--- config.mk ---
export PLATFORM = sky130hd
export DESIGN_NAME = thermal_head_driver
export DESIGN_NICKNAME = d
export VERILOG_FILES = /design/src/rtl/thermal_head_driver.sv
export SDC_FILE = /design/constraint.sdc
export NUM_CORES = 1
export LEC_CHECK = 0
export BUFFER_PORTS_ARGS = -buffer_cell sky130_fd_sc_hd__buf_2
export CELL_PAD_IN_SITES_DETAIL_PLACEMENT = 0
export CELL_PAD_IN_SITES_GLOBAL_PLACEMENT = 1
export CORE_MARGIN = 2
export CORE_UTILIZATION = 37
export DETAILED_ROUTE_END_ITERATION = 10
export PLACE_DENSITY_LB_ADDON = 0.2
export SKIP_CTS_REPAIR_TIMING = 1
export SLEW_MARGIN = 25
export SYNTH_ARGS = -nofsm -noshare
export SYNTH_HDL_FRONTEND = slang
export SYNTH_SLANG_ARGS = --single-unit
--- constraint.sdc ---
create_clock -name clk -period 1.87 [get_ports clk]
set_clock_uncertainty 0.05 [all_clocks]
set_input_delay 0.2805 -clock clk [delete_from_list [all_inputs] [get_ports clk]]
set_output_delay 0.2805 -clock clk [all_outputs]
set_load 0.05 [all_outputs]
--- src/rtl/thermal_head_driver.sv ---
// thermal_head_driver: serialises one parallel dot line MSB-first onto the
// thermal-head bus, then pulses latch and (optionally) the DST strobe.
`default_nettype none

module thermal_head_driver #(
  parameter int HEAD_WIDTH   = 384,
  parameter int CLK_DIV      = 4,
  parameter int GUARD_CYCLES = 16,
  parameter int LATCH_CYCLES = 4,
  parameter int DST_CYCLES   = 64
) (
  input  logic                  clk,
  input  logic                  reset,
  input  logic [HEAD_WIDTH-1:0] line_data,
  input  logic                  line_burn,
  input  logic                  line_valid,
  output logic                  line_ready,
  output logic                  mech_clk,
  output logic                  mech_data,
  output logic                  mech_latch,
  output logic                  mech_dst,
  output logic                  busy,
  output logic                  line_done
);

  localparam int PH_MAX_A = (CLK_DIV > GUARD_CYCLES) ? CLK_DIV : GUARD_CYCLES;
  localparam int PH_MAX_B = (LATCH_CYCLES > DST_CYCLES) ? LATCH_CYCLES : DST_CYCLES;
  localparam int PH_MAX   = (PH_MAX_A > PH_MAX_B) ? PH_MAX_A : PH_MAX_B;
  localparam int PH_W     = $clog2(PH_MAX + 1);
  localparam int BIT_W    = $clog2(HEAD_WIDTH + 1);

  localparam logic [PH_W-1:0]  PH_CLK   = PH_W'(CLK_DIV - 1);
  localparam logic [PH_W-1:0]  PH_GUARD = PH_W'(GUARD_CYCLES - 1);
  localparam logic [PH_W-1:0]  PH_LATCH = PH_W'(LATCH_CYCLES - 1);
  localparam logic [PH_W-1:0]  PH_DST   = PH_W'(DST_CYCLES - 1);
  localparam logic [PH_W-1:0]  PH_ONE   = PH_W'(1);
  localparam logic [BIT_W-1:0] BIT_ALL  = BIT_W'(HEAD_WIDTH);
  localparam logic [BIT_W-1:0] BIT_ONE  = BIT_W'(1);

  typedef enum logic [2:0] {
    IDLE     = 3'd0,
    SHIFT_LO = 3'd1,
    SHIFT_HI = 3'd2,
    GUARD    = 3'd3,
    LATCH    = 3'd4,
    DST      = 3'd5
  } state_t;

  state_t                state;
  logic [HEAD_WIDTH-1:0] shift_reg;
  logic [HEAD_WIDTH-1:0] shifted;
  logic [BIT_W-1:0]      bit_cnt;
  logic [PH_W-1:0]       ph_cnt;
  logic                  burn;

  assign shifted = shift_reg << 1;

  // Outputs are assigned for the state being entered, so every mech_* pin
  // comes straight from a flop with no path from the line_* inputs.
  always_ff @(posedge clk or negedge reset) begin
    if (!reset) begin
      state      <= IDLE;
      shift_reg  <= '0;
      bit_cnt    <= '0;
      ph_cnt     <= '0;
      burn       <= 1'b0;
      line_ready <= 1'b0;
      busy       <= 1'b0;
      mech_clk   <= 1'b0;
      mech_data  <= 1'b0;
      mech_latch <= 1'b0;
      mech_dst   <= 1'b0;
      line_done  <= 1'b0;
    end else begin
      line_done <= 1'b0;
      case (state)
        IDLE: begin
          line_ready <= 1'b1;
          busy       <= 1'b0;
          if (line_valid && line_ready) begin
            shift_reg  <= line_data;
            burn       <= line_burn;
            bit_cnt    <= BIT_ALL;
            ph_cnt     <= PH_CLK;
            mech_data  <= line_data[HEAD_WIDTH-1];
            mech_clk   <= 1'b0;
            line_ready <= 1'b0;
            busy       <= 1'b1;
            state      <= SHIFT_LO;
          end
        end
        SHIFT_LO: begin
          if (ph_cnt == '0) begin
            ph_cnt   <= PH_CLK;
            mech_clk <= 1'b1;
            state    <= SHIFT_HI;
          end else begin
            ph_cnt <= ph_cnt - PH_ONE;
          end
        end
        SHIFT_HI: begin
          if (ph_cnt == '0) begin
            shift_reg <= shifted;
            bit_cnt   <= bit_cnt - BIT_ONE;
            mech_clk  <= 1'b0;
            if (bit_cnt == BIT_ONE) begin
              ph_cnt    <= PH_GUARD;
              mech_data <= 1'b0;
              state     <= GUARD;
            end else begin
              ph_cnt    <= PH_CLK;
              mech_data <= shifted[HEAD_WIDTH-1];
              state     <= SHIFT_LO;
            end
          end else begin
            ph_cnt <= ph_cnt - PH_ONE;
          end
        end
        GUARD: begin
          if (ph_cnt == '0) begin
            ph_cnt     <= PH_LATCH;
            mech_latch <= 1'b1;
            line_done  <= (LATCH_CYCLES == 1) && !burn;
            state      <= LATCH;
          end else begin
            ph_cnt <= ph_cnt - PH_ONE;
          end
        end
        LATCH: begin
          if (ph_cnt == '0) begin
            mech_latch <= 1'b0;
            if (burn) begin
              ph_cnt    <= PH_DST;
              mech_dst  <= 1'b1;
              line_done <= (DST_CYCLES == 1);
              state     <= DST;
            end else begin
              line_ready <= 1'b1;
              busy       <= 1'b0;
              state      <= IDLE;
            end
          end else begin
            ph_cnt    <= ph_cnt - PH_ONE;
            line_done <= !burn && (ph_cnt == PH_ONE);
          end
        end
        DST: begin
          if (ph_cnt == '0) begin
            mech_dst   <= 1'b0;
            line_ready <= 1'b1;
            busy       <= 1'b0;
            state      <= IDLE;
          end else begin
            ph_cnt    <= ph_cnt - PH_ONE;
            line_done <= (ph_cnt == PH_ONE);
          end
        end
        default: begin
          mech_clk   <= 1'b0;
          mech_data  <= 1'b0;
          mech_latch <= 1'b0;
          mech_dst   <= 1'b0;
          state      <= IDLE;
        end
      endcase
    end
  end

endmodule

`default_nettype wire

======== After elaboration in Yosys (flattened, before gate mapping) ========
Index checks and enable logic that the tools add are counted.
word-level totals
  logic and storage cells ................. 103
  register bits ........................... 410
  output and inout bits ................... 7
operators by class
  reductions and logical operators ........ 22
  bitwise logic cells ..................... 4
  add/sub/neg operators ................... 2
  eq/ne operators ......................... 17
  muxes and demuxes ....................... 46
operators with widths
  cell                 number
  $mux 383             2
  $pmux 383 s2         1
  $mux 7               6
  $pmux 7 s5           1
  $mux 3               7
  $mux 9               2
  $ne 2x2->1 const B   9
  $pmux 3 s6           1
  $pmux 9 s2           1
  $mux 1               16
  $reduce_and 4->1     4
  $pmux 1 s3           5
  $reduce_or 4->1      3
  $eq 9x1->1 const B   1
  $reduce_and 3->1     3
  $sub 9x1->9 const B  1
  $eq 7x1->1 const B   1
  $logic_not 7->1      1
  $sub 7x1->7 const B  1
  $eq 3x2->1 const B   2
  $eq 3x3->1 const B   2
  $reduce_and 6->1     1
  $reduce_bool 5->1    1
  $mux 4               1
  other kinds (14)     18

======== Longest topological paths before layout ========
  depth in word-level cells ............... 4
  depth in mapped cells ................... 8

======== Least setup slack after synthesis ========
No wires, ideal clock.
  path kind ............................... flip-flop to flip-flop
  start ................................... reg state[2]
  end ..................................... reg bit_cnt[7]
  clock period less this slack ............ 1971 ps
  path buffers ............................ 2
  cell stages (with the launch flop) ...... 8
  slack ................................... -101 ps
  arrival ................................. 1793 ps
  cells stage by stage .................... dfrtp_1 buf_2 or3_1 nor2_1 clkbuf_1 o211ai_1 xnor2_1 nand2_1
between the ends
  longest elaborated chain between the ends .. 3
  elaborated cells on any way between the ends .. 7
  those cells by class .................... eq/ne: 3; mux: 1; reduce/logical: 3
ends and longest elaborated chain
  what                                                              RTL line  RTL
  start: declaration                                                49        state_t state;
  start signal: assignment                                          62        state <= IDLE;
  start signal: assignment                                          89        state <= SHIFT_LO;
  start signal: assignment                                          96        state <= SHIFT_HI;
  $eq 3x2->1 / $logic_not 3->1 (equally long branches)              76        case (state)
  $ne 2x2->1 (no line) / $reduce_bool 2->1 (equally long branches)  n/a
  $reduce_and 3->1 (no line)                                        n/a
  end signal: assignment                                            104       bit_cnt <= bit_cnt - BIT_ONE;
  end: declaration                                                  52        logic [BIT_W-1:0] bit_cnt;
Several ways; a longest one is shown, not always the timed one.
A chain may end at the register's enable or synchronous reset.

======== Worst setup path in the final report ========
  start ................................... reg ph_cnt[4]
  end ..................................... reg shift_reg[105]
between the ends
  longest elaborated chain between the ends .. 3
ends and longest elaborated chain
  what                        RTL line  RTL
  start: declaration          53        logic [PH_W-1:0] ph_cnt;
  start signal: assignment    98        ph_cnt <= ph_cnt - PH_ONE;
  start signal: assignment    116       ph_cnt <= ph_cnt - PH_ONE;
  start signal: assignment    126       ph_cnt <= ph_cnt - PH_ONE;
  $logic_not 7->1             102       if (ph_cnt == '0) begin
  $ne 2x2->1 (no line)        n/a
  $reduce_and 3->1 (no line)  n/a
  end signal: assignment      81        shift_reg <= line_data;
  end signal: assignment      103       shift_reg <= shifted;
  end: declaration            50        logic [HEAD_WIDTH-1:0] shift_reg;
Every way passes these cells.

==> results.json <==
{
  "areaGrowthSynthToFinish_pct": 53.3,
  "synth_enable_flop_cells": 0,
  "clock_latency_ns": 0.58,
  "cts_htree_levels": 2,
  "muxShareOfSynthArea_pct": 0.114,
  "cap_violations": 0,
  "layout_min_cycle_time_ns": 2.08,
  "power_density_nw_per_um2": 700,
  "violations": "negative setup slack",
  "ys_warn_count": 0,
  "largest_reg_flops": 383,
  "met2_usage_pct": 32.0,
  "dpl.hpwl_um": 36900,
  "yosys.area_share.simple_pct": 25.2,
  "num-nets-final": 3467,
  "place_area_um2": 22100,
  "hold_ws_ns": 0.0728,
  "synth-compound-area-share_pct": 14.6,
  "cts_buffers": 47,
  "die_h_um": 229,
  "num-fill-cells": 4371,
  "io_buffers": 394,
  "grt_max_degree": 124,
  "status": "finished with violations",
  "via_per_inst": 5.03,
  "synth.area.top_cells": "dfrtp_1 (55%), nand2_1 (16%), a31oi_1 (13%), nor2_1 (8.0%), buf_2 (2.1%)",
  "fmax_mhz": 480,
  "setup_viol": 393,
  "hold_viol_final": 0,
  "wire_per_inst_um": 16.3,
  "clk_pin_slew_ns": 0.06,
  "critPathMaxFanout": 16,
  "antenna_cells": 0,
  "grt_pass1_vias": 16600,
  "design_area_um2": 28600,
  "cts_sinks": 410,
  "leakage_nw": 12.1,
  "multiInputGateArea_um2": 7700,
  "grt-ovfl-total": 0,
  "cts_tree": "yes",
  "die_w_um": 229,
  "drive_gt1_share_pct": 20.8,
  "synthAdderAreaFrac_pct": 0.335,
  "worst_slew_pin_slew_ns": 0.548,
  "gr-usage-met3_pct": 3.78,
  "cts_root_buf": "clkbuf_16",
  "final_max_slew_viol_count": 0,
  "synth-seq-cells": 410,
  "cp_num_buf_inv": 3,
  "synth_top_family_by_area": "simple AND/OR/NAND/NOR gates",
  "yosysSeqAreaShare_pct": 54.9,
  "grtUsageMet1_pct": 27.2,
  "row_count": 82,
  "seqCellArea_um2": 10300,
  "synth.most_common_cell": "nand2_1",
  "dp_slack_ns": -0.182,
  "synth_area_um2": 18700,
  "syn_nets": 2660,
  "crit_family": "simple AND/OR/NAND/NOR gates",
  "grt_busiest_layer": "met2",
  "critPathSlowestCell": "dfrtp_1",
  "rsz0062_at_grt": "true",
  "arrival_ns": 2.50,
  "num_io_pins": 395,
  "yosys-top-cells-count": "nand2_1 (782), dfrtp_1 (410), nor2_1 (398)",
  "synth.avg_cell_area_um2": 8.24,
  "clock_path_buffers": 3,
  "synth_largest_area_cell": "dfrtp_1",
  "core_area_um2": 50000,
  "antenna_found_initial": 2,
  "globalRouteTotalUtil_pct": 19.9,
  "gp_congestion": 0.797,
  "critical-path-max-stage-delay_ns": 0.42,
  "async_reset_ff_share_pct": 100,
  "first_iter_violations": 1388,
  "cp.required_ns": 2.29,
  "finalCritPeriodShare_pct": 111,
  "vdd_drop_max_mv": 0.683,
  "maxSlewHeadroom_pct": 63.5,
  "initial_core_util_pct": 37.4,
  "setup_ws_ns": -0.214,
  "drt_wl_total_um": 61600,
  "synth.top_cell.area_share_pct": 54.9,
  "reg2reg_slack_ns": -0.21,
  "synth-xor-area-share_pct": 0.422,
  "hold_class": "in -> reg",
  "path_cells": "nor4_4, nand3b_1, o21ai_4, buf_12, buf_16, buf_16, nor2_1, a31oi_1",
  "synth.distinct_cells": 47,
  "dr.pass1.iters": 5,
  "startpoint_type": "flop",
  "cpMostUsedCell": "buf_16",
  "synthCells": 2267,
  "synth_top_flop_cell": "dfrtp_1",
  "end_kind": "flop",
  "critPathKind": "reg -> reg",
  "drc_errors": 0,
  "die_area_um2": 52300,
  "grt_first_pass_wirelength_um": 85500,
  "routed-via-count": 19000,
  "ant_nets": 0
}
## cell usage in the layout, fill, tap and decap left out, types with 4 or more instances in the layout
cell	count
a21oi_1	10
a22o_1	4
a31oi_1	383
buf_12	28
buf_16	15
buf_2	393
buf_4	73
buf_6	8
buf_8	7
bufinv_16	5
clkbuf_1	13
clkbuf_16	76
clkbuf_8	12
dfrtp_1	409
dlygate4sd3_1	385
ha_1	5
inv_1	8
nand2_1	782
nand3_1	9
nor2_1	383
nor2_2	12
nor3_1	7
o211ai_1	7
o21ai_0	17
xor2_1	7
## tightest hold or removal path: stages
cell and delay (ns):
buf_2 0.08, nand2b_1 0.05, a21oi_1 0.11, mux2_2 0.15
## per-stage QoR
stage,total power [mW],TNS [ns],cells,utilization (%)
after global placement,9.97,-38.96,3278,44.3
after global routing,20.8,-98.88,3778,57.3
after detailed placement,9.97,-41.12,3278,44.3
after floorplan,9.20,-2.96,2267,-
after CTS,19.7,-50.17,3359,47.5
final,20.1,-52.90,3778,57.3
## per-layer routing
metal | up-vias | part of all wire [%]
li1 | 9211 | -
met1 | 9113 | 44
met2 | 557 | 48
met3 | 130 | 5.0
met4 | 4 | 2.8
met5 | - | 0.049
## power breakdown
part | switching [mW] | internal [mW]
combinational | 0.643 | 0.924
sequential | 0 | 8.87
clock | 3.69 | 5.92
total | 4.34 | 15.7
## cells by family after synthesis
family | count (synthesis)
simple gates | 1220
fa+ha+maj | 5
mux | 2
buf+inv | 186
flops | 410
xor+xnor | 9
compound gates | 435
## path summary, 6_finish.rpt
check	startpoint	endpoint	cells after the start
hold reg to reg	mech_data	mech_data	1
hold / removal	line_data[383]	mech_data	4
setup reg to reg	ph_cnt[4]	shift_reg[105]	8
min in group asynchronous	reset	shift_reg[146]	2
setup / recovery	ph_cnt[4]	shift_reg[105]	8
max in group asynchronous	reset	shift_reg[290]	3
## layout make-up
class / instances / area share (%)
Multi-Input combinational cell: 1671 / 26.9
Inverter: 8 / 0.105
Tap cell: 672 / 2.94
Sequential cell: 410 / 35.8
Clock inverter: 7 / 0.559
Clock buffer: 74 / 5.03
Timing Repair Buffer: 936 / 28.7
Note: power is estimated with default switching activity, not from simulation.
